**config.mk**
```make
export PLATFORM = sky130hd
export DESIGN_NAME = bin2bcd_seq
export DESIGN_NICKNAME = d
export VERILOG_FILES = /design/src/rtl/bin2bcd_seq.sv
export SDC_FILE = /design/constraint.sdc
export NUM_CORES = 1
export LEC_CHECK = 0
export CORE_AREA = 10 10 73 75
export DETAILED_ROUTE_END_ITERATION = 6
export DIE_AREA = 0 0 83 85
export PLACE_DENSITY = 0.7
export SKIP_LAST_GASP = 1
export SLEW_MARGIN = 20
export SYNTH_ARGS = -nofsm -noshare
export SYNTH_HDL_FRONTEND = slang
export SYNTH_SLANG_ARGS = --single-unit
```
**constraint.sdc**
```tcl
create_clock -name clk -period 2.1 [get_ports clk]
set_input_delay 0.42 -clock clk [delete_from_list [all_inputs] [get_ports clk]]
set_output_delay 0.42 -clock clk [all_outputs]
set_load 0.005 [all_outputs]
```
**src/rtl/bin2bcd_seq.sv**
```systemverilog
// Purpose : iterative binary-to-BCD converter (double dabble), one input bit per clock.
// Latency : start accepted at edge k -> done pulses for one cycle after edge k+BIN_W; BIN_W+2 cycles per result.
// Backpressure: none; start is only sampled in IDLE and ignored while busy or done.
//
// Ports:
//   clk   - system clock, rising edge
//   rst   - asynchronous reset, active-high
//   start - conversion request (sampled in IDLE only)
//   bin   - binary operand, captured on the accepting edge
//   busy  - high while bits are being shifted in
//   done  - one-cycle pulse; bcd/ovf hold the new result
//   bcd   - packed BCD result, digit 0 in bcd[3:0]
//   ovf   - value exceeded 10^DIGITS-1; bcd holds the low digits
module bin2bcd_seq #(
   parameter int BIN_W  = 8,
   parameter int DIGITS = 3
) (
   input  logic                  clk,
   input  logic                  rst,
   input  logic                  start,
   input  logic [BIN_W-1:0]      bin,
   output logic                  busy,
   output logic                  done,
   output logic [4*DIGITS-1:0]   bcd,
   output logic                  ovf
);

   localparam int BCD_W = 4 * DIGITS;
   localparam int CNT_W = (BIN_W > 1) ? $clog2(BIN_W) : 1;
   localparam logic [CNT_W-1:0] CNT_LAST = CNT_W'(BIN_W - 1);

   typedef enum logic [1:0] {
      ST_IDLE  = 2'd0,
      ST_SHIFT = 2'd1,
      ST_DONE  = 2'd2
   } state_t;

   state_t             state_q,   state_d;
   logic [BIN_W-1:0]   shreg_q,   shreg_d;
   logic [BCD_W-1:0]   accum_q,   accum_d;
   logic               ovf_int_q, ovf_int_d;
   logic [CNT_W-1:0]   cnt_q,     cnt_d;
   logic [BCD_W-1:0]   bcd_q,     bcd_d;
   logic               ovf_q,     ovf_d;

   logic [BCD_W-1:0]   accum_adj;
   logic [BCD_W-1:0]   accum_shift;
   logic               shift_carry;

   // Add-3 correction on every digit so that the following left shift
   // (multiply by two) carries correctly into the next decimal digit.
   always_comb begin
      accum_adj = accum_q;
      for (int i = 0; i < DIGITS; i++) begin
         if (accum_q[4*i +: 4] >= 4'd5) begin
            accum_adj[4*i +: 4] = accum_q[4*i +: 4] + 4'd3;
         end
      end
   end

   // The bit leaving the top digit is lost; lower digits stay exact because
   // decimal carries only ever propagate upward, so it just flags overflow.
   always_comb begin
      shift_carry = accum_adj[BCD_W-1];
      accum_shift = {accum_adj[BCD_W-2:0], shreg_q[BIN_W-1]};
   end

   always_comb begin
      state_d   = state_q;
      shreg_d   = shreg_q;
      accum_d   = accum_q;
      ovf_int_d = ovf_int_q;
      cnt_d     = cnt_q;
      bcd_d     = bcd_q;
      ovf_d     = ovf_q;
      case (state_q)
         ST_IDLE: begin
            if (start) begin
               shreg_d   = bin;
               accum_d   = '0;
               ovf_int_d = 1'b0;
               cnt_d     = '0;
               state_d   = ST_SHIFT;
            end
         end
         ST_SHIFT: begin
            accum_d   = accum_shift;
            shreg_d   = shreg_q << 1;
            ovf_int_d = ovf_int_q | shift_carry;
            cnt_d     = cnt_q + 1'b1;
            if (cnt_q == CNT_LAST) begin
               bcd_d   = accum_shift;
               ovf_d   = ovf_int_q | shift_carry;
               state_d = ST_DONE;
            end
         end
         ST_DONE: begin
            state_d = ST_IDLE;
         end
         default: begin
            state_d = ST_IDLE;
         end
      endcase
   end

   always_ff @(posedge clk or posedge rst) begin
      if (rst) begin
         state_q   <= ST_IDLE;
         shreg_q   <= '0;
         accum_q   <= '0;
         ovf_int_q <= 1'b0;
         cnt_q     <= '0;
         bcd_q     <= '0;
         ovf_q     <= 1'b0;
      end else begin
         state_q   <= state_d;
         shreg_q   <= shreg_d;
         accum_q   <= accum_d;
         ovf_int_q <= ovf_int_d;
         cnt_q     <= cnt_d;
         bcd_q     <= bcd_d;
         ovf_q     <= ovf_d;
      end
   end

   assign busy = (state_q == ST_SHIFT);
   assign done = (state_q == ST_DONE);
   assign bcd  = bcd_q;
   assign ovf  = ovf_q;

endmodule
```
==> results of run 1 <==
[where the power goes]
| part | leakage (nW) | switching, mW | total [mW] | internal, mW |
|---|---|---|---|---|
| clock network | 0.0422 | 0.252 | 0.485 | 0.233 |
| registers | 0.494 | 0.252 | 1.34 | 1.08 |
| logic | 0.494 | 0.838 | 1.65 | 0.808 |
| total | 1.03 | 1.34 | 3.47 | 2.12 |
[path summary, 6_finish.rpt]
path / cells past startpoint / endpoint / startpoint / slack (ns)
setup / recovery: 3 / busy / state_q[1]$_DFFE_PP0P_ / 0.16
hold / removal: 2 / shreg_q[5]$_DFFE_PP0P_ / shreg_q[4]$_DFFE_PP0P_ / 0.48
setup reg to reg: 5 / bcd[0]$_DFFE_PP0P_ / state_q[1]$_DFFE_PP0P_ / 0.44
hold reg to reg: 2 / shreg_q[5]$_DFFE_PP0P_ / shreg_q[4]$_DFFE_PP0P_ / 0.48
max in group asynchronous: 3 / shreg_q[0]$_DFFE_PP0P_ / rst / 1.22
min in group asynchronous: 3 / bcd[0]$_DFFE_PP0P_ / rst / 0.54
[area by class of cell]
cell class / count / area, sq um
Clock buffer: 7 / 76.3
Clock inverter: 1 / 5.00
Fill cell: 350 / 1660
Inverter: 10 / 42.5
Multi-Input combinational cell: 124 / 823
Sequential cell: 39 / 976
Tap cell: 50 / 62.6
Timing Repair Buffer: 28 / 273
[per-layer routing]
layer / global-route usage, % / up-vias / wire length (um)
li1: - / 667 / -
met1: 11.6 / 621 / 1590
met2: 17.1 / 22 / 1610
met3: 4.78 / 5 / 212
met4: 3.72 / 0 / 47
met5: 0 / - / 0
[cells in the final DEF (no fill, tap or decap), drive strengths merged]
cell | Yosys | layout
nand3 | 2 | 2
nor3b | 5 | 5
inv | 10 | 10
dfrtp | 39 | 39
buf | 6 | 3
clkdlybuf4s50 | 0 | 25
and2b | 1 | 1
nor2b | 1 | 1
nor3 | 3 | 3
clkinv | 0 | 1
a22o | 3 | 3
xnor2 | 3 | 3
nand2 | 32 | 32
mux2i | 7 | 7
a21oi | 11 | 11
clkbuf | 1 | 7
nand2b | 4 | 4
o21ai | 34 | 34
mux2 | 4 | 4
a2bb2oi | 1 | 1
ha | 8 | 8
nor2 | 4 | 4
a32o | 1 | 1
[critical path, delay by kind of cell, from the launching register on]
| kind | cells | cell delay (ns) |
|---|---|---|
| buf+inv | 2 | 0.58 |
| flops | 1 | 0.40 |
| simple gates | 1 | 0.25 |
[cells by family after synthesis]
family | Yosys count
compound gates | 50
xor+xnor | 3
fa+ha+maj | 8
buf+inv | 17
flops | 39
mux | 11
simple gates | 52
[registers in the layout, summed over array words and instances (netlist names)]
name and count:
state_q 2, cnt_q 3, ovf 1, shreg_q 8, ovf_int_q 1, accum_q 12
bcd 12
[through the flow]
| stage | power (mW) | hold WS [ns] | util (%) |
|---|---|---|---|
| 5_1_grt | 3.79 | 0.516 | 57.7 |
| 3_5_place_dp | 3.03 | 0.476 | 55.6 |
| 4_1_cts | 3.52 | 0.490 | 57.7 |
| 2_1_floorplan | 2.52 | 0.449 | - |
| 3_3_place_gp | 2.95 | 0.465 | 55.6 |
| 6_report | 3.47 | 0.483 | 57.7 |
==> metrics, run 1 <==
result of the run finished clean; crit path max fanout 16; Setup Viol. Count Final 0; via-per-instance ratio 5.08; Post-route DRC 0; post-route ant nets 0; required time of the critical path 1.68 ns; slowest cell on the critical path clkdlybuf4s50_1; number of buffer cells added on primary ports 25; overflow left after global routing 0; worst setup path class reg -> out; Setup Total Neg Slack 0 ns; type of element capturing the critical path output pin; Rows 23; top cells by instance count after synthesis 39 x dfrtp_1, 31 x nand2_1, 16 x o21ai_1; synth-to-layout area growth 19.1%; number of standard cells in the layout, taps in and fillers out 259; cell chosen for the clock root clkbuf_8; post-synthesis compound-gate area fraction 16.0%; synthesized netlist net count about 200; leakage power figure 1.03 nW; Post-Synth Simple-Gate Area 14.1%; startpoint types flip-flop; Syn Std Cell Area 0.00190 sq mm; series of cell instances along the critical path nand2b_4 -> inv_6 -> clkdlybuf4s50_1; Post-Synthesis Cells 180; number of pins with negative max-slew slack in the final report 0; largest family of logic cells by synthesized area compound AO/OA/AOI/OAI gates; y dimension of the die 85 um; Area contributors post-synth dfrtp_1 51%, nand2_1 6.1%, ha_1 5.3%; fraction of registers with async set/reset 100%; post-DR wirelength/cell 13.4 um; Post-Synth Adder-Cell Area 5.28%; pin count of the biggest net entering global routing 40; pin slew with the least headroom to its limit 0.489 ns; via count of the first global-routing pass 1358; path category of the worst min-delay check reg -> reg; Final Cycle Share 92.4%; most common cell in the netlist dfrtp_1; VDD IR-drop max 1.01 mV; final net count 227; Largest stage delay, worst path 0.50 ns; GP Congestion 0.761; buffer depth of the longest clock path 2; RSZ-0062 raised after global routing no; power per cell area 1530 mW/mm^2; count of clock tree sinks 39; Cells after DPL 251; starting density of the core 48.5%; worst clock skew 0.00738 ns; Synthesis Warnings 0; TritonCTS clock tree done; Synth Register Bits 39; top cell type's share of synthesized area 51.5%; maximum capacitance violations 0; Core ar. between 0.003 and 0.004 sq mm; die area 0.00706 sq mm; detailed-router iteration count before antenna repair 4; arrival time at the worst endpoint about 1.5 ns; Detailed Route WL 3470 um; latest clock arrival within the worst-skew pair 0.29 ns; starting DRC count in detailed routing 65; num ports 26; fraction of synthesized area in multiplexers around 6.7%; number of antenna cells inserted 0; Fin. Hold Viols 0; Die Span X 83 um; EDFF count, synth 0; depth of the CTS H-tree 2; most instantiated flip-flop cell in the synthesis netlist dfrtp_1; Resized Gates After CTS 0; routed vias approximately 1300; hold buffers post-CTS 0; post-synthesis average cell area 10.5 sq um; global router's overall resource usage 10.4%; number of antenna violations at the first check in global routing 0; number of distinct library cell variants in the gate-level netlist after synthesis 31; worst setup timing slack at the placement stage 0.414 ns; Yosys top cell by area dfrtp_1; clock slew at reported path FFs roughly 0.070 ns; final worst slack 0.159 ns; HPWL reported at the end of detailed placement 2550 um; worst rel slew slack 67.4%; Final Critical Period about 1.9 ns; Finished Cell Area 0.00226 sq mm; clock buffer count from CTS 5; share of cells above drive strength 1 between 10% and 20%; parity-gate share of the synthesized area counting xor and xnor cells 1.39%; # Post-CTS Setup Buffers 0; Fmax between 500 and 600 MHz; wire length of the first global-routing pass 6190 um; sequential cell area fraction in the yosys report 51.5%; post-placement cell area 0.00218 sq mm
(Power assumes the default switching activity.)
==> run 2: changes to the inputs <==
--- a/config.mk
+++ b/config.mk
@@ -8,6 +8,7 @@
 export CORE_AREA = 10 10 73 75
 export DETAILED_ROUTE_END_ITERATION = 6
 export DIE_AREA = 0 0 83 85
+export MAX_ROUTING_LAYER = met4
 export PLACE_DENSITY = 0.7
 export SKIP_LAST_GASP = 1
 export SLEW_MARGIN = 20
==> run 2 against run 1 <==
  * Non-clock buffer count unchanged
  * Register-to-register slack is essentially flat
  * Count of clock-buffer cells in the layout is the same
  * Critical path depth unchanged
  * Final cell count unchanged
  * Critical endpoint unchanged
  * Clock power about the same
  * Fmax about the same
  * Combinational power barely moved
  * Cell area did not move
  * Setup slack got worse by 0.0017 ns
==> metrics, run 2 (synthesis results as in run 1) <==
result of the run finished clean; slowest cell on the critical path clkdlybuf4s50_1; required time of the critical path 1.68 ns (about the same); final worst slack 0.157 ns (-0.00165 ns); hold buffers post-CTS 0 (unchanged); path category of the worst min-delay check reg -> reg; number of buffer cells added on primary ports 25 (unchanged); final worst hold slack 0.483 ns (+0.000366 ns); Fin. Hold Viols 0 (unchanged); Setup Total Neg Slack 0 ns (unchanged); Fmax 515 MHz (about the same); y dimension of the die 85 um (unchanged); TritonCTS clock tree done; number of antenna violations at the first check in global routing 0 (unchanged); Core ar. 0.00391 sq mm (unchanged); arrival time at the worst endpoint 1.52 ns (about the same); commonest non-fill, non-tap cell in the layout dfrtp_1; # Post-CTS Setup Buffers 0 (unchanged); worst r2r dst bcd[0]$_DFFE_PP0P_; RSZ-0062 raised after global routing no; R2R setup slack 0.44 ns (about the same); worst hold path startpoint shreg_q[4]$_DFFE_PP0P_; worst reg-to-reg path cell count 5 (unchanged); via count of the first global-routing pass 1361 (+0.22%); Post-route DRC 0 (unchanged); worst rel slew slack 67.5% (+0.080 points); post-DR wirelength/cell 13.4 um (about the same); Final Cycle Share 92.5% (about the same); synth-to-layout area growth 19.1% (unchanged); type of element capturing the critical path output pin; HPWL reported at the end of detailed placement 2550 um (unchanged); worst setup path class reg -> out; start of the worst register-to-register path state_q[1]$_DFFE_PP0P_; Final Critical Period 1.94 ns (+0.00165 ns); die area 0.00706 sq mm (unchanged); depth of the CTS H-tree 2 (unchanged); category of cells accounting for the largest share of critical-path delay buffers and inverters; fill cell count 350 (unchanged); post-route ant nets 0 (unchanged); share of cells above drive strength 1 12.0% (unchanged); number of pins with negative max-slew slack in the final report 0 (unchanged); startpoint types flip-flop; worst setup timing slack at the placement stage 0.414 ns (unchanged); series of cell instances along the critical path nand2b_4 -> inv_6 -> clkdlybuf4s50_1; Resized Gates After CTS 0 (unchanged); Rows 23 (unchanged); overflow left after global routing 0 (unchanged); worst hold stages 2 (unchanged); worst clock skew 0.00737 ns (-0.00000530 ns); clock slew at reported path FFs 0.07 ns (about the same); Detailed Route WL 3470 um (about the same); GP Congestion 0.771 (+1.3%); pin slew with the least headroom to its limit 0.487 ns (-0.00120 ns); Largest stage delay, worst path 0.50 ns (about the same); pin count of the biggest net entering global routing 40 (unchanged); clock buffer count from CTS 5 (unchanged); Die Span X 83 um (unchanged); destination of the worst hold path shreg_q[5]$_DFFE_PP0P_; global router's overall resource usage 10.7% (+0.30 points); power per cell area 1540 mW/mm^2 (about the same); detailed-router iteration count before antenna repair 4 (unchanged); cell chosen for the clock root clkbuf_8; wire length of the first global-routing pass 6190 um (unchanged); routed vias 1314 (-0.076%); via-per-instance ratio 5.07 (about the same); area taken by flip-flops and latches 976 sq um (unchanged); buffer depth of the longest clock path 2 (unchanged); leakage power figure 1.03 nW (unchanged); Setup Viol. Count Final 0 (unchanged); maximum capacitance violations 0 (unchanged); num ports 26 (unchanged); VDD IR-drop max 1.01 mV (about the same); leading cell types in the layout, fill and taps excluded 39 x dfrtp_1, 31 x nand2_1, 25 x clkdlybuf4s50_1; starting density of the core 48.5% (unchanged); number of buffer and inverter stages on the critical path 2 (unchanged); number of antenna cells inserted 0 (unchanged); latest clock arrival within the worst-skew pair 0.29 ns (about the same); crit path max fanout 16 (unchanged); count of clock tree sinks 39 (unchanged); starting DRC count in detailed routing 64 (-1.5%); multi-input gate area in the final layout 823 sq um (unchanged); final net count 227 (unchanged)
-- run 2: cell counts in the layout (fill, tap and decap cells not counted) --
Identical to the previous run, type by type.
-- run 2: how the worst max path moves through the flow --
stage	endpoint	startpoint	slack [ns]	cells after the start
floorplan	accum_q[10]$_DFFE_PP0P_	accum_q[8]$_DFFE_PP0P_	0.64	6
global placement	accum_q[11]$_DFFE_PP0P_	start	0.42	6
detailed placement	accum_q[11]$_DFFE_PP0P_	start	0.41	6
CTS	busy	state_q[1]$_DFFE_PP0P_	0.13	3
global route	busy	state_q[1]$_DFFE_PP0P_	0.09	3
finish	busy	state_q[1]$_DFFE_PP0P_	0.16	3
-- run 2: metrics by stage --
step / std cells / cell area, sq um / utilization [%] / total power, mW
2_1_floorplan: 180 / 1900 / - / 2.52
3_3_place_gp: 251 / 2180 / 55.6 / 2.95
3_5_place_dp: 251 / 2180 / 55.6 / 3.03
4_1_cts: 259 / 2260 / 57.7 / 3.52
5_1_grt: 259 / 2260 / 57.7 / 3.79
6_report: 259 / 2260 / 57.7 / 3.47
-- run 2: per-layer routing --
| layer | up-vias | GRT usage (%) | share of wire, % |
|---|---|---|---|
| met3 | 5 | 4.40 | 5.2 |
| met2 | 22 | 17.1 | 47 |
| met5 | - | - | 0 |
| met4 | 0 | 3.72 | 1.4 |
| li1 | 667 | - | - |
| met1 | 620 | 11.9 | 46 |
-- run 2: area by class of cell --
| class | instances | share of cell area [%] |
|---|---|---|
| flip-flops and latches | 39 | 43.2 |
| multi-input cells | 124 | 36.5 |
| repair buffers | 28 | 12.1 |
| clock buffers | 7 | 3.38 |
| well taps | 50 | 2.77 |
| inverters | 10 | 1.88 |
| clock inverters | 1 | 0.222 |
-- run 2: worst register-to-register path, delay by kind of cell, from the launching register on --
family | cells | cell delay (ns)
simple gates | 2 | 0.46
buf+inv | 2 | 0.34
mux | 1 | 0.36
flops | 1 | 0.40
-- run 2: where the power goes --
group	internal, mW	switching [mW]	total (mW)
registers	1.08	0.252	1.34
logic	0.808	0.838	1.65
clock network	0.233	0.252	0.485
total	2.12	1.34	3.47
==> run 3: changes to the inputs <==
==> constraint.sdc (replaced) <==
create_clock -name clk -period 1.84 [get_ports clk]
set_input_delay 0.368 -clock clk [delete_from_list [all_inputs] [get_ports clk]]
set_output_delay 0.368 -clock clk [all_outputs]
set_load 0.005 [all_outputs]
==> run 3 against run 2 <==
  * Utilization is 1.3 points higher
  * Setup slack worse by 0.088 ns
  * Final cell count is 1.5% higher
  * Largest power group unchanged
  * Clock skew is 0.0030 ns lower
  * Highest routed layer unchanged
  * Sequential share of layout area is 0.96 points lower
  * Register-to-register slack worse by 0.24 ns
  * Largest cell class unchanged
  * Non-clock buffer count is 4 higher
  * Count of clock-buffer cells in the layout is 1 higher
  * Total power is 20% higher
  * Routed wire length is 12% higher
  * Cell area is 2.3% higher
  * Critical endpoint unchanged
  * First-iteration DRC count is 55% higher
==> metrics, run 3 (synthesis results as in run 1) <==
VDD IR-drop max 0.947 mV (-6.1%); post-route ant nets 0 (unchanged); final worst hold slack 0.483 ns (-0.000607 ns); number of buffer cells added on primary ports 25 (unchanged); worst setup timing slack at the placement stage 0.171 ns (-0.243 ns); RSZ-0062 raised after global routing no; number of antenna cells inserted 0 (unchanged); latest clock arrival within the worst-skew pair 0.30 ns (about the same); Fmax 565 MHz; startpoint types flip-flop; Setup Total Neg Slack 0 ns (unchanged); end point of the critical path busy; Fin. Hold Viols 0 (unchanged); TritonCTS clock tree done; clock slew at reported path FFs 0.07 ns (about the same); final worst slack 0.0689 ns (-0.0882 ns); power after layout 4.17 mW (+20%); Final Cycle Share 96.3%; starting density of the core 48.5% (unchanged); Rows 23 (unchanged); overflow left after global routing 0 (unchanged); starting DRC count in detailed routing 99 (+55%); synth-to-layout area growth 21.8%; Core ar. 0.00391 sq mm (unchanged); cell chosen for the clock root clkbuf_8; R2R setup slack 0.20 ns (-0.24 ns); crit path max fanout 3 (-13); buffer depth of the longest clock path 2 (unchanged); Setup Viol. Count Final 0 (unchanged); GP Congestion 0.794 (+2.9%); Final Critical Period 1.77 ns; result of the run finished clean; pin slew with the least headroom to its limit 0.511 ns (+0.0238 ns); power per cell area 1810 mW/mm^2 (+18%); post-layout utilization of the core 59.0% (+1.3 points); Detailed Route WL 3880 um (+12%); y dimension of the die 85 um (unchanged); global router's overall resource usage 12.0% (+1.3 points); worst rel slew slack 65.9% (-1.6 points); leakage power figure 1.08 nW (+4.5%); share of cells above drive strength 1 14.1% (+2.1 points); routed vias 1380 (+5.0%); count of clock tree sinks 39 (unchanged); arrival time at the worst endpoint 1.40 ns (-0.12 ns); HPWL reported at the end of detailed placement 2830 um (+11%); die area 0.00706 sq mm (unchanged); via count of the first global-routing pass 1479 (+8.7%); post-DR wirelength/cell 14.7 um (+10%); pin count of the biggest net entering global routing 40 (unchanged); worst r2r dst bcd[2]$_DFFE_PP0P_; start of the worst register-to-register path accum_q[0]$_DFFE_PP0P_; wire length of the first global-routing pass 6870 um (+11%); leading cell types in the layout, fill and taps excluded 39 x dfrtp_1, 31 x nand2_1, 24 x clkdlybuf4s50_1; num ports 26 (unchanged); type of element capturing the critical path output pin; via-per-instance ratio 5.25 (+3.4%); number of antenna violations at the first check in global routing 0 (unchanged); number of pins with negative max-slew slack in the final report 0 (unchanged); clock buffer count from CTS 5 (unchanged); worst hold path startpoint bcd[10]$_DFFE_PP0P_; final net count 231 (+1.8%); path category of the worst min-delay check reg -> reg; commonest non-fill, non-tap cell in the layout dfrtp_1; Die Span X 83 um (unchanged); depth of the CTS H-tree 2 (unchanged); maximum capacitance violations 0 (unchanged); hold buffers post-CTS 0 (unchanged); worst reg-to-reg path cell count 6 (+1); required time of the critical path 1.47 ns (-0.21 ns); Post-route DRC 0 (unchanged); worst clock skew 0.00439 ns (-0.00298 ns); worst setup path class reg -> out; timing startpoint of the critical path state_q[1]$_DFFE_PP0P_; detailed-router iteration count before antenna repair 4 (unchanged)
-- run 3: final cells by class --
| class | count | area, sq um |
|---|---|---|
| inverter | 10 | 42.5 |
| multi-input combinational | 124 | 823 |
| clock buffer | 8 | 100 |
| timing repair buffer | 32 | 305 |
| sequential | 39 | 976 |
| fill | 348 | 1600 |
| tap | 50 | 62.6 |
-- run 3: repair_timing --
| item | CTS | global route |
|---|---|---|
| gates resized for setup | 0 | 1 |
| buffers inserted | 0 | 1 |
| endpoints found under the setup margin | 0 | 1 |
-- run 3: report_power, final --
| part | switching [mW] | leakage [nW] | total (mW) | internal [mW] |
|---|---|---|---|---|
| clock network | 0.304 | 0.0515 | 0.646 | 0.342 |
| registers | 0.290 | 0.494 | 1.53 | 1.24 |
| logic | 1.02 | 0.531 | 2.00 | 0.982 |
| total | 1.61 | 1.08 | 4.17 | 2.56 |
-- run 3: critical path: stages (launching register included) --
cell and delay [ns]:
dfrtp_1 0.39, nand2b_4 0.17, inv_6 0.05, clkdlybuf4s50_1 0.50
-- run 3: how the worst min path moves through the flow --
stage / slack [ns] / depth (start not counted) / endpoint
after detailed placement: 0.47 / 2 / bcd[10]$_DFFE_PP0P_
after floorplan: 0.45 / 2 / shreg_q[2]$_DFFE_PP0P_
final: 0.48 / 2 / bcd[10]$_DFFE_PP0P_
after global routing: 0.51 / 2 / bcd[4]$_DFFE_PP0P_
after CTS: 0.49 / 2 / bcd[10]$_DFFE_PP0P_
after global placement: 0.46 / 2 / bcd[10]$_DFFE_PP0P_
-- run 3: metal layers --
layer  share of wire, %  wire length [um]  track usage (%)
met5                  0                 0                -
met3                5.4               208             4.97
met1                 44              1720             13.6
met2                 49              1900             18.7
met4                1.2                46             3.87
-- run 3: metrics by stage --
stage / instances / instance area, sq um
final: 263 / 2310
after global routing: 263 / 2310
after CTS: 262 / 2300
after detailed placement: 254 / 2200
after global placement: 254 / 2200
after floorplan: 180 / 1900
